## src/rtl/vc_iter_divider.sv

```systemverilog
// rtl/vc_iter_divider.sv - multi-cycle restoring unsigned divider with domain-tagged results
// One subtract/shift step per cycle; latency is p_nbits cycles regardless of operands.
module vc_iter_divider #(
  parameter int p_nbits = 32
) (
  input  logic               clk,
  input  logic               reset,
  input  logic               req_val,
  output logic               req_rdy,
  input  logic               req_domain,
  input  logic [p_nbits-1:0] req_dividend,
  input  logic [p_nbits-1:0] req_divisor,
  output logic               resp_val,
  input  logic               resp_rdy,
  output logic               resp_domain,
  output logic [p_nbits-1:0] resp_quot,
  output logic [p_nbits-1:0] resp_rem
);

  localparam int CW = (p_nbits > 1) ? $clog2(p_nbits) : 1;

  typedef enum logic [1:0] {IDLE, CALC, DONE} state_t;

  state_t             state_q;
  logic               req_rdy_q;
  logic               resp_val_q;
  logic               dom_q;
  logic [p_nbits-1:0] q_q;
  logic [p_nbits-1:0] d_q;
  logic [p_nbits:0]   r_q;
  logic [CW-1:0]      cnt_q;

  logic [p_nbits:0]   rs_d;
  logic [p_nbits:0]   diff_d;

  // Extra msb of the subtract is the borrow: set means the divisor did not fit.
  always_comb begin
    rs_d   = {r_q[p_nbits-1:0], q_q[p_nbits-1]};
    diff_d = rs_d - {1'b0, d_q};
  end

  always_ff @(posedge clk) begin
    if (reset) begin
      state_q    <= IDLE;
      req_rdy_q  <= 1'b1;
      resp_val_q <= 1'b0;
      dom_q      <= 1'b0;
      q_q        <= '0;
      d_q        <= '0;
      r_q        <= '0;
      cnt_q      <= '0;
    end else begin
      case (state_q)
        IDLE: begin
          if (req_val) begin
            state_q   <= CALC;
            req_rdy_q <= 1'b0;
            dom_q     <= req_domain;
            q_q       <= req_dividend;
            d_q       <= req_divisor;
            r_q       <= '0;
            cnt_q     <= CW'(p_nbits - 1);
          end
        end
        CALC: begin
          if (!diff_d[p_nbits]) begin
            r_q <= diff_d;
            q_q <= {q_q[p_nbits-2:0], 1'b1};
          end else begin
            r_q <= rs_d;
            q_q <= {q_q[p_nbits-2:0], 1'b0};
          end
          cnt_q <= cnt_q - 1'b1;
          if (cnt_q == '0) begin
            state_q    <= DONE;
            resp_val_q <= 1'b1;
          end
        end
        DONE: begin
          if (resp_rdy) begin
            state_q    <= IDLE;
            resp_val_q <= 1'b0;
            req_rdy_q  <= 1'b1;
          end
        end
        default: begin
          state_q    <= IDLE;
          req_rdy_q  <= 1'b1;
          resp_val_q <= 1'b0;
        end
      endcase
    end
  end

  assign req_rdy     = req_rdy_q;
  assign resp_val    = resp_val_q;
  assign resp_domain = dom_q;
  assign resp_quot   = q_q;
  assign resp_rem    = r_q[p_nbits-1:0];

endmodule

```

## config.mk

```make
export PLATFORM = sky130hd
export DESIGN_NAME = vc_iter_divider
export DESIGN_NICKNAME = d
export VERILOG_FILES = /design/src/rtl/vc_iter_divider.sv
export SDC_FILE = /design/constraint.sdc
export NUM_CORES = 1
export LEC_CHECK = 0
export ABC_AREA = 1
export CAP_MARGIN = 20
export CORE_MARGIN = 5
export CORE_UTILIZATION = 31
export DETAILED_ROUTE_END_ITERATION = 12
export PLACE_DENSITY = 0.59
export RECOVER_POWER = 50
export SLEW_MARGIN = 20
export SYNTH_ARGS = -nofsm -noshare
export SYNTH_HDL_FRONTEND = slang
export SYNTH_SLANG_ARGS = --single-unit
```

## constraint.sdc

```tcl
create_clock -name clk -period 1.97 [get_ports clk]
set_input_delay 0.394 -clock clk [delete_from_list [all_inputs] [get_ports clk]]
set_output_delay 0.394 -clock clk [all_outputs]
set_load 0.01 [all_outputs]
```

==> flow_metrics.env, run 1 <==
export IMPL_synth_top_area_share_pct=30.9
export IMPL_final_hold_viol_count=0
export IMPL_num_antenna_cells=0
export IMPL_end_kind="flop"
export IMPL_drt_initial_drc_count=388
export IMPL_die_x_um=159
export IMPL_core_um2=21800
export IMPL_timing_final_crit_share_pct=110
export IMPL_path_clk_slew_ns=0.09
export IMPL_fin_area_um2=10400
export IMPL_drtPass1Iterations=5
export IMPL_clk_latency_ns=0.37
export IMPL_cp_max_fo=8
export IMPL_clock_path_buffers=2
export IMPL_place_congestion=0.882
export IMPL_worst_setup_path_type="reg2reg"
export IMPL_synthesis_area_per_instance_um2=6.10
export IMPL_synthCells=1125
export IMPL_leakagePower_nw=4.99
export IMPL_vdd_ir_drop_worst_v=0.000462
export IMPL_grt_pass1_vias=7510
export IMPL_rsz0062_at_grt="yes"
export IMPL_holdWs_ns=0.461
export IMPL_cpMaxStageDelayCell="fa_2"
export IMPL_slew_headroom_pct=39.5
export IMPL_met3_usage_pct=4.92
export IMPL_clockRootBuffer="clkbuf_16"
export IMPL_powerDensity_nw_per_um2=883
export IMPL_max_stage_delay_ns=0.34
export IMPL_drive_gt1_share_pct=19.0
export IMPL_hold_class="reg2reg"
export IMPL_slew_violations=0
export IMPL_skew_ns=0.0171
export IMPL_grt_met2_usage_pct=28.9
export IMPL_status="complete, but fails checks"
export IMPL_fmax_mhz=461
export IMPL_drt_wl_total_mm=21.8
export IMPL_dpl_cell_area_um2=9700
export IMPL_drv_cap=0
export IMPL_ys_warn_count=0
export IMPL_path_cells="inv_2 -> ha_4 -> inv_2 -> fa_2 -> nand2_2 -> nand2_2 -> nand3_2 -> nand2_2 -> nand2_2 -> nand2_2 -> nand2_4 -> nand2_4 -> nand2_4 -> nand2_8 -> buf_12 -> nand2_2 -> nand3_2 -> a21oi_2"
export IMPL_syn_num_nets=1229
export IMPL_grt_usage_pct=17.1
export IMPL_drc=0
export IMPL_grt_ovfl_total=0
export IMPL_busiest_layer="met2"
export IMPL_dpl_hpwl_mm=16.8
export IMPL_ys_types=36
export IMPL_fill_cells=2287
export IMPL_mostFrequentLayoutCell="nand2_1"
export IMPL_synth_seq_cells=106
export IMPL_die_h_um=159
export IMPL_setup_viol=33
export IMPL_layout_common_cells="nand2_1 (404), inv_1 (185), buf_4 (149), clkdlybuf4s50_1 (129), dfxtp_1 (104)"
export IMPL_required_ns=2.27
export IMPL_drt_vias_per_instance=4.53
export IMPL_grtUsageMet1_pct=21.6
export IMPL_critPathMostFrequentCell="nand2_2"
export IMPL_cts_tree="built"
export IMPL_numCtsBuffers=9
export IMPL_violations="negative setup slack"
export IMPL_initial_utilization_pct=31.5
export IMPL_syn_area_um2=6870
export IMPL_power_w=0.00916
export IMPL_grt_pass1_wl_mm=36.5
export IMPL_htree_levels=3
export IMPL_rrSetupSlack_ns=-0.20
export IMPL_layout_nets=1496
export IMPL_worst_slew_pin_slew_ns=0.907
export IMPL_syn_to_final_growth_pct=51.2
export IMPL_period_minus_slack_ns=2.17
export IMPL_fin_util_pct=47.6
export IMPL_ys_top_cells_by_area="dfxtp_1 (31%), nand2_1 (23%), inv_1 (10%)"
export IMPL_grt_start_max_net_pins=55
export IMPL_synth_seq_area_share_pct=30.9
export IMPL_setup_ws_ns=-0.198
export IMPL_ios=136
export IMPL_die_area_um2=25200
export IMPL_cts_sinks=106
export IMPL_drtAntennaViolNets=0
export IMPL_startpoint_type="flop"
export IMPL_antenna_found_initial=1
export IMPL_fin_tns_setup_ns=-5.27
export IMPL_port_buffers=135
export IMPL_yosysTopAreaCell="dfxtp_1"
export IMPL_arrival_ns=2.47
export IMPL_routedWlPerCell_um=13.0
export IMPL_vias=7594
export IMPL_num_rows=54
## report_power, final
part / internal [W] / switching [W]
combinational: 0.00211 / 0.00254
sequential: 0.00236 / 0.000128
clock: 0.00104 / 0.000988
## registers in the layout, indices dropped and copies added (netlist names)
register	flops
d_q	32
r_q	32
resp_domain	1
req_rdy	1
cnt_q	5
resp_quot	32
state_q	2
resp_val	1
## synthesized netlist by cell type (all sizes together)
| master | number |
|---|---|
| nor4 | 1 |
| or2 | 2 |
| nand4 | 8 |
| nor3 | 10 |
| a211oi | 2 |
| and2 | 4 |
| a31oi | 33 |
| fa | 1 |
| inv | 189 |
| clkbuf | 31 |
| xnor2 | 5 |
| a221oi | 1 |
| a21oi | 84 |
| nand2 | 434 |
| nor2 | 53 |
| nand3 | 58 |
| a21o | 4 |
| o21ai | 36 |
| and3 | 1 |
| o21bai | 2 |
| buf | 10 |
| dfxtp | 106 |
| nand3b | 6 |
| ha | 34 |
| xor2 | 10 |
## cell type report
class                           count  area, um2  area share [%]
Sequential cell                   106       2120            20.5
Clock inverter                      7        111            1.07
Inverter                          189        709            6.84
Timing Repair Buffer              297       2660            25.6
Clock buffer                        9        225            2.17
Multi-Input combinational cell    789       4200            40.5
Tap cell                          280        350            3.38
## layer usage
| metal | vias to the layer above | part of all wire [%] |
|---|---|---|
| met2 | 158 | 46 |
| met5 | - | 0.059 |
| met1 | 3375 | 46 |
| met3 | 20 | 6.6 |
| li1 | 4039 | - |
| met4 | 2 | 1.2 |
## critical path, delay by kind of cell, from the launching register on
kind,cells,cell delay (ns)
AND/OR/NAND/NOR,12,0.90
adder cells (fa/ha/maj),2,0.46
buffers and inverters,3,0.27
AO/OA/AOI/OAI,1,0.13
flip-flops,1,0.33
## stage by stage
step                worst slack [ns]  std cells
floorplan                    -0.0577       1125
global placement              -0.155       1655
detailed placement            -0.205       1655
CTS                           -0.168       1675
global route                  -0.353       1677
finish                        -0.198       1677
## repair_timing
action                     CTS  global route
cloned                       1             0
gates resized for setup     19            45
setup endpoints to repair   33            33
setup buffers                3             2
hold endpoints to repair     0             0
pin swaps                    2            14
hold buffers                 0             0
## path summary, 6_finish.rpt
path | start | end | cells after the start
worst max register to register | resp_quot[31] | r_q[24] | 18
worst min register to register | req_rdy | req_rdy | 1
worst max-delay path | resp_quot[31] | r_q[24] | 18
worst min-delay path | req_rdy | req_rdy | 1
## cell families after synthesis
group / after synthesis / share of synthesized area [%]
AOI/OAI and AO/OA: 162 / 12.9
DFF: 106 / 30.9
adders and majority gates: 35 / 6.49
buffers and inverters: 230 / 13.2
and+or+nand+nor: 577 / 34.5
xor gates and xnor gates: 15 / 1.91
No activity file was read; power rests on OpenSTA's default activity.
==> run 2: changes to the inputs <==
Settings changed: ABC_CLOCK_PERIOD_IN_PS set to 1970.
==> results of run 2 <==
Same layout as run 1: the final DEF is identical, and so are final timing and power.
==> run 3: changes to the inputs <==
Settings changed: SKIP_LAST_GASP set to 1.
==> run 3 against run 2 <==
The run still ends with negative setup slack left. Combinational power shrank 1%. Register-to-register slack gained 0.02 ns. Sequential share of layout area grew 0.17 points. Largest power group unchanged.
==> flow_metrics.env, run 3 (synthesis gave the netlist of run 1 again) <==
export IMPL_status="complete, but fails checks"
export IMPL_violations="negative setup slack"
export IMPL_initial_utilization_pct=31.5
export IMPL_syn_to_final_growth_pct=49.9
export IMPL_place_congestion=0.882
export IMPL_skew_ns=0.0166
export IMPL_vias=7571
export IMPL_worst_slew_pin_slew_ns=0.918
export IMPL_drtPass1Iterations=5
export IMPL_fin_tns_setup_ns=-4.86
export IMPL_dpl_cell_area_um2=9700
export IMPL_grt_usage_pct=17.1
export IMPL_leakagePower_nw=4.98
export IMPL_dpl_hpwl_mm=16.8
export IMPL_cts_sinks=106
export IMPL_hold_class="reg2reg"
export IMPL_max_stage_delay_ns=0.36
export IMPL_drt_initial_drc_count=373
export IMPL_postCtsHoldBufs=0
export IMPL_power_w=0.00911
export IMPL_grt_pass1_vias=7506
export IMPL_num_antenna_cells=0
export IMPL_numCtsBuffers=9
export IMPL_clock_path_buffers=2
export IMPL_drt_vias_per_instance=4.52
export IMPL_drtAntennaViolNets=0
export IMPL_antenna_found_initial=1
export IMPL_vdd_ir_drop_worst_v=0.000460
export IMPL_powerDensity_nw_per_um2=885
export IMPL_timing_final_crit_share_pct=109
export IMPL_drt_wl_total_mm=21.7
export IMPL_end_kind="flop"
export IMPL_startpoint_type="flop"
export IMPL_fmax_mhz=465
export IMPL_setup_ws_ns=-0.179
export IMPL_fin_area_um2=10300
export IMPL_route_met3_wl_mm=1.53
export IMPL_top_layer="met5"
export IMPL_num_rows=54
export IMPL_path_clk_slew_ns=0.09
export IMPL_grt_start_max_net_pins=55
export IMPL_slew_violations=0
export IMPL_grt_pass1_wl_mm=36.5
export IMPL_slew_headroom_pct=38.8
export IMPL_cp_max_fo=14
export IMPL_routedWlPerCell_um=13.0
export IMPL_wl_met1_mm=10.0
export IMPL_grt_ovfl_total=0
export IMPL_path_cells="inv_2 -> ha_4 -> inv_2 -> fa_2 -> nand2_2 -> nand2_2 -> nand3_2 -> nand2_2 -> nand2_2 -> nand2_2 -> nand2_4 -> nand2_4 -> nand2_4 -> nand2_8 -> buf_12 -> nand2_1 -> nand3_1 -> a21oi_2"
export IMPL_core_um2=21800
export IMPL_final_hold_viol_count=0
export IMPL_setup_viol=33
export IMPL_die_area_um2=25200
export IMPL_port_buffers=135
export IMPL_layout_common_cells="nand2_1 (406), inv_1 (185), buf_4 (148), clkdlybuf4s50_1 (129), dfxtp_1 (104)"
export IMPL_mostFrequentLayoutCell="nand2_1"
export IMPL_ios=136
export IMPL_layout_nets=1495
export IMPL_die_x_um=159
export IMPL_worst_setup_path_type="reg2reg"
export IMPL_cts_tree="built"
export IMPL_clockRootBuffer="clkbuf_16"
export IMPL_wl_met2_mm=9.92
export IMPL_arrival_ns=2.45
export IMPL_drive_gt1_share_pct=18.1
export IMPL_clk_latency_ns=0.37
export IMPL_period_minus_slack_ns=2.15
export IMPL_cpMaxStageDelayCell="fa_2"
export IMPL_required_ns=2.27
export IMPL_drv_cap=0
export IMPL_rsz0062_at_grt="yes"
export IMPL_drc=0
export IMPL_die_h_um=159
export IMPL_htree_levels=3
export IMPL_critPathMostFrequentCell="nand2_2"
## run 3: cell count changes in the layout (fill, tap and decap cells not counted)
| cell | previous run | this run |
|---|---|---|
| buf_4 | 149 | 148 |
| nand3_1 | 48 | 53 |
| ha_4 | 10 | 7 |
| ha_1 | 23 | 26 |
| nand3_2 | 8 | 3 |
| nand2_1 | 404 | 406 |
| nor2_2 | 8 | 10 |
| a21oi_1 | 69 | 73 |
| nand2_2 | 23 | 21 |
| nor2_1 | 43 | 41 |
| a21oi_2 | 14 | 10 |
## run 3: final timing paths
| check | startpoint | end | slack (ns) | depth (start not counted) |
|---|---|---|---|---|
| hold reg to reg | req_rdy | req_rdy | 0.46 | 1 |
| setup reg to reg | resp_quot[31] | r_q[13] | -0.18 | 18 |
| setup / recovery | resp_quot[31] | r_q[13] | -0.18 | 18 |
| hold / removal | req_rdy | req_rdy | 0.46 | 1 |
## run 3: critical path: cells and delay by family, from the launching register on
kind,cells,cell delay [ns]
and+or+nand+nor,12,0.87
adders and majority gates,2,0.48
DFF,1,0.33
buffers and inverters,3,0.27
AOI/OAI and AO/OA,1,0.12
## run 3: layout make-up
cell class	count	area [um2]
Tap cell	280	350
Sequential cell	106	2120
Fill cell	2298	11500
Clock buffer	9	225
Inverter	189	709
Multi-Input combinational cell	789	4120
Timing Repair Buffer	296	2650
Clock inverter	7	111
## run 3: power by group
part	internal, W	switching (W)	total (W)
Clock	0.00104	0.000988	0.00202
Combinational	0.00209	0.00251	0.00460
Sequential	0.00236	0.000125	0.00248
Total	0.00548	0.00362	0.00911
## run 3: routing by layer
layer	vias to the layer above	GRT usage (%)
li1	4042	-
met1	3337	21.6
met2	170	28.9
met3	20	4.92
met4	2	3.75
met5	-	0
## run 3: timing repair
| item | 4_1_cts | 5_1_grt |
|---|---|---|
| buffers inserted | 3 | 1 |
| cloned | 1 | 0 |
| resized for setup | 18 | 34 |
| pin swaps | 2 | 3 |
| setup endpoints to repair | 33 | 33 |
## run 3: metrics by stage
stage	utilization, %	hold slack [ns]	setup WS [ns]	instances
after floorplan	-	0.433	-0.0577	1125
after global placement	44.4	0.446	-0.155	1655
after detailed placement	44.4	0.447	-0.205	1655
after CTS	46.6	0.463	-0.168	1675
after global routing	47.2	0.493	-0.341	1676
final	47.2	0.461	-0.179	1676
